===== src/rtl/sdram_reqmod.sv =====
// Host-side request initiator for the SDRAM base module.
// Turns valid/ready requests (read, write, page read) into a one-hot call
// held until the matching done pulse, and forwards read beats as a
// registered output stream.
module sdram_reqmod #(
    parameter int unsigned PAGE_LEN = 256,
    parameter int unsigned TIMEOUT  = 4096
) (
    input  logic        CLOCK,
    input  logic        RESET,
    input  logic        iReqValid,
    output logic        oReqReady,
    input  logic [1:0]  iReqCmd,
    input  logic [23:0] iReqAddr,
    input  logic [15:0] iReqData,
    output logic        oReqDone,
    output logic        oRdValid,
    output logic [15:0] oRdData,
    output logic        oRdLast,
    output logic        oTimeout,
    output logic        oErr,
    output logic [2:0]  oCall,
    input  logic [2:0]  iDone,
    input  logic        iEn,
    output logic [23:0] oAddr,
    output logic [23:0] oAddrPage,
    output logic [15:0] oData,
    input  logic [15:0] iData
);

    localparam int unsigned BW = $clog2(PAGE_LEN + 1);
    localparam int unsigned TW = (TIMEOUT > 2) ? $clog2(TIMEOUT) : 1;
    localparam logic [TW-1:0] TMO_LAST   = TW'(TIMEOUT - 1);
    localparam logic [BW-1:0] PAGE_BEATS = BW'(PAGE_LEN);

    localparam logic [1:0] CMD_READ  = 2'b00;
    localparam logic [1:0] CMD_WRITE = 2'b01;
    localparam logic [1:0] CMD_PAGE  = 2'b10;

    typedef enum logic [1:0] {
        S_IDLE,
        S_CALL,
        S_GAP
    } state_t;

    state_t        state_q, state_d;
    logic [1:0]    cmd_q, cmd_d;
    logic [2:0]    call_q, call_d;
    logic [23:0]   addr_q, addr_d;
    logic [15:0]   data_q, data_d;
    logic [BW-1:0] beat_q, beat_d;
    logic [TW-1:0] tmo_q, tmo_d;
    logic          done_q, done_d;
    logic          tmop_q, tmop_d;
    logic          err_q, err_d;
    logic          rdvalid_q, rdvalid_d;
    logic [15:0]   rddata_q, rddata_d;
    logic          rdlast_q, rdlast_d;

    logic [BW-1:0] exp_beats;
    logic [BW-1:0] beats_now;
    logic          is_rd_cmd;
    logic          beat_ok;

    // State and output registers with synchronous reset.
    always_ff @(posedge CLOCK) begin
        if (RESET) begin
            state_q   <= S_IDLE;
            cmd_q     <= '0;
            call_q    <= '0;
            addr_q    <= '0;
            data_q    <= '0;
            beat_q    <= '0;
            tmo_q     <= '0;
            done_q    <= 1'b0;
            tmop_q    <= 1'b0;
            err_q     <= 1'b0;
            rdvalid_q <= 1'b0;
            rddata_q  <= '0;
            rdlast_q  <= 1'b0;
        end else begin
            state_q   <= state_d;
            cmd_q     <= cmd_d;
            call_q    <= call_d;
            addr_q    <= addr_d;
            data_q    <= data_d;
            beat_q    <= beat_d;
            tmo_q     <= tmo_d;
            done_q    <= done_d;
            tmop_q    <= tmop_d;
            err_q     <= err_d;
            rdvalid_q <= rdvalid_d;
            rddata_q  <= rddata_d;
            rdlast_q  <= rdlast_d;
        end
    end

    // Next-state logic: request accept, call/done handshake, timeout, beat capture.
    always_comb begin
        state_d   = state_q;
        cmd_d     = cmd_q;
        call_d    = call_q;
        addr_d    = addr_q;
        data_d    = data_q;
        beat_d    = beat_q;
        tmo_d     = tmo_q;
        done_d    = 1'b0;
        tmop_d    = 1'b0;
        err_d     = err_q;
        rdvalid_d = 1'b0;
        rddata_d  = rddata_q;
        rdlast_d  = 1'b0;

        case (cmd_q)
            CMD_READ: exp_beats = BW'(1);
            CMD_PAGE: exp_beats = PAGE_BEATS;
            default:  exp_beats = '0;
        endcase
        is_rd_cmd = (cmd_q == CMD_READ) || (cmd_q == CMD_PAGE);
        // Beats past the expected count are dropped, so the counter never exceeds PAGE_LEN.
        beat_ok   = (state_q == S_CALL) && iEn && is_rd_cmd && (beat_q < exp_beats);
        // A beat arriving together with done still counts toward the check.
        beats_now = beat_q + (beat_ok ? BW'(1) : BW'(0));

        case (state_q)
            S_IDLE: begin
                if (iEn) err_d = 1'b1;
                if (iReqValid) begin
                    cmd_d  = iReqCmd;
                    addr_d = iReqAddr;
                    data_d = iReqData;
                    beat_d = '0;
                    tmo_d  = '0;
                    case (iReqCmd)
                        CMD_READ: begin
                            call_d  = 3'b001;
                            state_d = S_CALL;
                        end
                        CMD_WRITE: begin
                            call_d  = 3'b010;
                            state_d = S_CALL;
                        end
                        CMD_PAGE: begin
                            call_d  = 3'b100;
                            state_d = S_CALL;
                        end
                        default: begin
                            done_d  = 1'b1;
                            err_d   = 1'b1;
                            state_d = S_GAP;
                        end
                    endcase
                end
            end
            S_CALL: begin
                tmo_d = tmo_q + TW'(1);
                if (beat_ok) begin
                    rdvalid_d = 1'b1;
                    rddata_d  = iData;
                    rdlast_d  = (beat_q == exp_beats - BW'(1));
                    beat_d    = beats_now;
                end else if (iEn) begin
                    err_d = 1'b1;
                end
                if ((iDone & call_q) != 3'b000) begin
                    call_d  = '0;
                    done_d  = 1'b1;
                    if (beats_now != exp_beats) err_d = 1'b1;
                    state_d = S_GAP;
                end else if (tmo_q == TMO_LAST) begin
                    call_d  = '0;
                    done_d  = 1'b1;
                    tmop_d  = 1'b1;
                    err_d   = 1'b1;
                    state_d = S_GAP;
                end
            end
            default: begin
                if (iEn) err_d = 1'b1;
                state_d = S_IDLE;
            end
        endcase
    end

    assign oReqReady = (state_q == S_IDLE);
    assign oReqDone  = done_q;
    assign oRdValid  = rdvalid_q;
    assign oRdData   = rddata_q;
    assign oRdLast   = rdlast_q;
    assign oTimeout  = tmop_q;
    assign oErr      = err_q;
    assign oCall     = call_q;
    assign oAddr     = addr_q;
    assign oAddrPage = addr_q;
    assign oData     = data_q;

endmodule


===== config.mk =====
export PLATFORM = sky130hd
export DESIGN_NAME = sdram_reqmod
export DESIGN_NICKNAME = d
export VERILOG_FILES = /design/src/rtl/sdram_reqmod.sv
export SDC_FILE = /design/constraint.sdc
export NUM_CORES = 1
export LEC_CHECK = 0
export ABC_CLOCK_PERIOD_IN_PS = 3300
export BUFFER_PORTS_ARGS = -buffer_cell sky130_fd_sc_hd__clkbuf_2
export CAP_MARGIN = 20
export CORE_ASPECT_RATIO = 0.9
export CORE_MARGIN = 2
export CORE_UTILIZATION = 45
export CTS_BUF_LIST = sky130_fd_sc_hd__clkbuf_4 sky130_fd_sc_hd__clkbuf_8
export CTS_CLUSTER_DIAMETER = 200
export DETAILED_ROUTE_END_ITERATION = 10
export GPL_TIMING_DRIVEN = 1
export PLACE_DENSITY = 0.88
export SLEW_MARGIN = 10
export SYNTH_ARGS = -nofsm -noshare
export SYNTH_HDL_FRONTEND = slang
export SYNTH_SLANG_ARGS = --single-unit
export TNS_END_PERCENT = 5

===== constraint.sdc =====
create_clock -name CLOCK -period 3.3 [get_ports CLOCK]
set_input_delay 0.33 -clock CLOCK [delete_from_list [all_inputs] [get_ports CLOCK]]
set_output_delay 0.33 -clock CLOCK [all_outputs]
set_load 0.03 [all_outputs]

# Word-level counts from Yosys, hierarchy flattened
# Cells that the tools add are included.
# Widths: inputs -> output; s select.
[op_classes]
n_addsub = 3
n_mul = 0
div = 0
magnitude_cmp = 1
eq_ne = 11
n_shift = 0
mux = 31
bitwise = 3
reduce_logical = 19
[op_table]
columns = ["operator", "count"]
rows = [
  ["$pmux 9 s2", 2],
  ["$pmux 12 s2", 1],
  ["$mux 9", 2],
  ["$mux 1", 13],
  ["$add 12x1->12 const B", 1],
  ["$eq 12x12->1 const B", 1],
  ["$mux 12", 1],
  ["$add 9x1->9", 1],
  ["$eq 9x9->1", 1],
  ["$lt 9x9->1", 1],
  ["$mux 3", 3],
  ["$ne 9x9->1", 1],
  ["$pmux 3 s3", 1],
  ["$reduce_or 3->1", 3],
  ["$sub 9x1->9 const B", 1],
  ["$mux 2", 4],
  ["$reduce_and 2->1", 4],
  ["$logic_not 2->1", 3],
  ["$pmux 3 s2", 1],
  ["$eq 2x1->1 const B", 2],
  ["$eq 2x2->1 const B", 2],
  ["$ne 2x2->1 const B", 2],
  ["$ne 4x1->1 const B", 1],
  ["$pmux 1 s2", 2],
  ["11 further kinds", 14],
]
[totals]
regBits = 89
latchBits = 0
ramBits = 0
rom_bits = 0
inputBits = 65
out_inout_bits = 89
word_cells = 81
mem_count = 0

# Logic depth before layout (Yosys ltp)
[logic_depth]
word_depth = 10
depth_mapped = 17
ltp_nobuf = 14

# Least setup slack after synthesis
# Ideal clock, no wire load.
[synth_path]
kind = "register to register"
startpoint = "register cmd_q[0]"
endpoint = "register err_q, in the netlist oErr"
setup_ps = 132
arrival_time_ps = 3165
t_required_ps = 3168
setup_slack_ps = 2
stages_incl_launch_ff = 16
n_path_buf = 2
period_less_slack_ps = 3298
cell_sequence = "dfxtp_1 -> nand2b_1 -> ha_1 -> inv_1 -> a31oi_1 -> or2_1 -> buf_6 -> inv_4 -> clkbuf_1 -> ha_1 -> ha_1 -> xor2_1 -> or4_1 -> a2111o_1 -> o31ai_1 -> a21oi_1"
[synth_via]
elab_chain_cells = 10
word_cells_on_any_way = 15
classes_between = "add/sub (1); order compare (1); eq/ne (2); mux (7); reduce/logical (4)"
[synth_rtl]
columns = ["element", "line", "source"]
rows = [
  ["start, declared", "47", "logic [1:0] cmd_q, cmd_d;"],
  ["start signal, assigned", "83", "cmd_q <= cmd_d;"],
  ["$eq 2x2->1 / $logic_not 2->1 (equally long branches)", "114, 119", ""],
  ["$pmux 9 s2 / $logic_or 1x1->1 (equally long branches)", "114, 119", ""],
  ["$lt 9x9->1 / $logic_and 1x1->1 (equally long branches)", "121", "beat_ok = (state_q == S_CALL) && iEn && is_rd_cmd && (beat_q < exp_beats);"],
  ["$logic_and 1x1->1 (*)", "121", ""],
  ["via beat_ok", "63", "logic beat_ok;"],
  ["$mux 1", "123", "beats_now = beat_q + (beat_ok ? BW'(1) : BW'(0));"],
  ["$add 9x1->9", "123", ""],
  ["$ne 9x9->1", "168", "if (beats_now != exp_beats) err_d = 1'b1;"],
  ["$mux 1", "168", ""],
  ["$mux 1 (*)", "165", "if ((iDone & call_q) != 3'b000) begin"],
  ["$pmux 1 s2 (*)", "125", "case (state_q)"],
  ["end signal, assigned", "91", "err_q <= err_d;"],
  ["end, declared", "55", "logic err_q, err_d;"],
]
# The timed path passes the listed nets; every way through them passes the cells marked *.
# A chain may end at the register's enable or synchronous reset.

# Worst setup path in the final report
[layout_path]
startpoint = "register cmd_q[0]"
endpoint = "register err_q, in the netlist oErr"
[layout_via]
elab_chain_cells = 10
word_cells_on_any_way = 15
classes_between = "add/sub (1); order compare (1); eq/ne (2); mux (7); reduce/logical (4)"
[layout_rtl]
columns = ["element", "line"]
rows = [
  ["$eq 2x2->1 / $logic_not 2->1 (equally long branches)", "114, 119"],
  ["$pmux 9 s2 / $logic_or 1x1->1 (equally long branches)", "114, 119"],
  ["$lt 9x9->1 / $logic_and 1x1->1 (equally long branches)", "121"],
  ["$logic_and 1x1->1", "121"],
  ["$mux 1", "123"],
  ["$add 9x1->9", "123"],
  ["$ne 9x9->1", "168"],
  ["$mux 1", "168"],
  ["$mux 1 (*)", "165"],
  ["$pmux 1 s2 (*)", "125"],
]
# Mark *: on every way between the ends. The rest lies on a longest branch, timed or not.

==> impl_metrics.csv <==
group,metric,value,unit
floorplan,die_h,92.7,um
clock_network,cts_tree,"yes",
hold_path,min_path_type,"primary input to flop",
logic_synthesis,synth_area,3940,um2
floorplan,start_util,46.1,%
setup_path,critPathCaptureType,"flop",
clock_network,clock_sinks,89,
cells_and_area,final_core_util,56.8,%
power_and_ir_drop,powerDensity,520,nW/um2
floorplan,io_pins,154,
logic_synthesis,synthesis.nets,578,
logic_synthesis,synth_edf_count,0,
logic_synthesis,synthCells,503,
timing,slew_viol_final,0,
power_and_ir_drop,p_leak,2.13,nW
timing,worst_pin_slew,1.04,ns
cells_and_area,n_antenna_cell,0,
setup_path,startpoint,"cmd_q[0]",
outcome,status,"finished, final reports clean",
placed_design,dp_hpwl,6.80,mm
timing,fmax,314,MHz
cells_and_area,layout.nets,693,
grt,grt_pass1_vias,3558,
setup_path,critPathRequiredTime,3.51,ns
job,maxCapViolations,0,
detailed_routing,drt_pass1_iterations,5,
detailed_routing,drt_iter0_drc,167,
clock_network,cts_made_buffers,9,
detailed_routing,ant_nets,0,
timing,finalHoldViolCount,0,
grt,grt_overflow,0,
setup_path,path_class,"flop to flop",
detailed_routing,drt_wl_total,9.47,mm
placed_design,placed_area,4580,um2
placed_design,dp_slack,0.0759,ns
detailed_routing,vias,3802,
logic_synthesis,seq_area_frac_synth,45.3,%
clock_network,clkLatencyLatePin,0.36,ns
floorplan,core-area,8530,um2
logic_synthesis,synth-main-ff-cell,"dfxtp_1",
setup_path,path_max_fanout,5,
detailed_routing,routed_via_density,5.12,
floorplan,die_area,9510,um2
clock_network,clk_pin_slew,0.09,ns
grt,grt_max_degree,53,
logic_synthesis,avgSynthCellArea,7.82,um2
timing,skew,0.0130,ns
setup_path,r2r-start,"cmd_q[0]",
logic_synthesis,async_flop_share,0,%
logic_synthesis,ys_seq_elements,89,
clock_network,cts-root-buf,"clkbuf_8",
placed_design,io_buffer_count,153,
grt,grt_antenna_before_repair,0,
logic_synthesis,yosys_warnings,0,
floorplan,die_w,103,um
cells_and_area,design_area,4840,um2
placed_design,gp_congestion,0.890,
clock_network,hold_buffers,0,
hold_path,hold_start,"iReqData[12]",
detailed_routing,drc,0,
detailed_routing,wl_per_cell,12.8,um
floorplan,fp-row-count,32,
cells_and_area,syn_to_final_growth,23.1,%
setup_path,start_kind,"flop",
timing,slew_headroom,30.9,%
setup_path,cp.arrival,3.40,ns
cells_and_area,layout-drive-gt1-share,30.3,%
clock_network,htree_levels,3,
logic_synthesis,synth_cell_types,46,
timing,setup_viol,0,
clock_network,ctsLongestPathBuffers,2,
power_and_ir_drop,worst_ir_drop_vdd,339,uV
power_and_ir_drop,finalPower,2.52,mW
grt,grt_use_total,19.8,%
timing,timing.final.ws_setup,0.114,ns
timing,fin_crit_sh,96.5,%
grt,grt_pass1_wl,15.2,mm
timing,period_minus_slack,3.19,ns
==> report_power, final <==
| group | total, mW | internal [mW] | switching (mW) | leakage, nW |
|---|---|---|---|---|
| Clock | 0.865 | 0.473 | 0.392 | 0.120 |
| Sequential | 1.17 | 1.13 | 0.0372 | 0.726 |
| Combinational | 0.487 | 0.147 | 0.340 | 1.28 |
==> metrics by stage <==
step	hold WS (ns)	std cells	setup TNS, ns
final	0.176	742	0
after global routing	0.170	742	-0.0432
after CTS	0.164	742	0
after detailed placement	0.447	726	0
after global placement	0.441	726	0
after floorplan	0.448	503	0
==> cells in the final DEF, fill, tap and decap left out, types with 3 or more instances in the layout <==
cell	count
a31oi_1	8
a311oi_1	3
inv_1	8
o21ai_0	13
and3_1	5
nand3_1	10
a21oi_1	75
nand3b_1	7
nor3_1	3
nor2b_1	3
or4_1	3
nand4_1	3
dfxtp_1	88
clkbuf_2	153
xor2_1	3
or3_1	8
a211oi_1	6
nor2_1	31
clkbuf_8	11
buf_4	7
ha_1	8
nand2_1	130
==> layout make-up <==
type,count,area (um2)
fill,787,3690
multi-input combinational,349,1820
sequential,89,1780
timing repair buffer,160,818
clock buffer,11,151
tap,119,149
clock inverter,5,86.3
inverter,9,36.3
==> state kept, by name (all words and copies together), names as in the netlist <==
name and flops:
oRdData 16, oAddr 24, oReqDone 1, cmd_q 2, beat_q 9, state_q 2
oData 16, oTimeout 1, oCall 3, tmo_q 12, oRdValid 1, oRdLast 1
oErr 1
==> routing by layer <==
metal	vias to the layer above	wire length (um)	share of wire (%)	track usage (%)
met5	-	0	0	0
met4	0	137	1.4	8.00
met3	14	758	8.0	5.51
met2	161	4490	47	32.8
met1	1728	4080	43	23.9
li1	1899	-	-	-
==> worst max-delay path: stages, from the launching register on <==
cell and delay (ns):
dfxtp_2 0.35, nand2b_1 0.18, ha_1 0.20, nor2_2 0.10, nand3_1 0.09, or2_4 0.28
inv_4 0.05, ha_2 0.20, ha_2 0.28, or4_1 0.56, a2111o_1 0.38, o31ai_2 0.26
a21oi_1 0.10
==> cells by family (layout without fill, tap and decap cells) <==
group | after synthesis | in the layout | synth area share [%]
AOI/OAI and AO/OA | 116 | 116 | 16.6
xor gates and xnor gates | 5 | 5 | 1.11
adders and majority gates | 10 | 10 | 3.18
buffers and inverters | 65 | 185 | 9.06
DFF | 89 | 89 | 45.3
and+or+nand+nor | 218 | 218 | 24.8
==> path summary, 6_finish.rpt <==
| path | endpoint | slack [ns] | cells after the start |
|---|---|---|---|
| hold / removal | oData[12] | 0.18 | 3 |
| setup / recovery | oErr | 0.11 | 12 |
| setup reg to reg | oErr | 0.11 | 12 |
| hold reg to reg | oRdData[7] | 0.46 | 2 |
==> synth_stat cells, drive strengths merged (2+ instances only) <==
cell,number,area [um2]
nand4,3,18.8
nor4,3,33.8
nand3b,7,52.6
nand2,130,488
nand2b,2,12.5
or2,3,18.8
o21ai,13,65.1
nor2b,3,18.8
a311oi,3,26.3
a22oi,2,15.0
dfxtp,89,1780
or3,8,50.1
a211oi,6,45.0
xor2,3,26.3
ha,10,125
buf,33,234
clkbuf,23,86.3
and3,5,31.3
a31oi,8,50.1
or4,3,22.5
nor2,33,126
nor3,4,20.0
nand3,10,50.1
inv,9,36.3
xnor2,2,17.5
a21oi,75,375
o31ai,2,15.0
==> timing repair <==
item	in CTS	in global routing
buffers inserted	0	0
endpoints found under the setup margin	0	1
gates resized for setup	0	7
No activity file was read; power rests on OpenSTA's default activity.
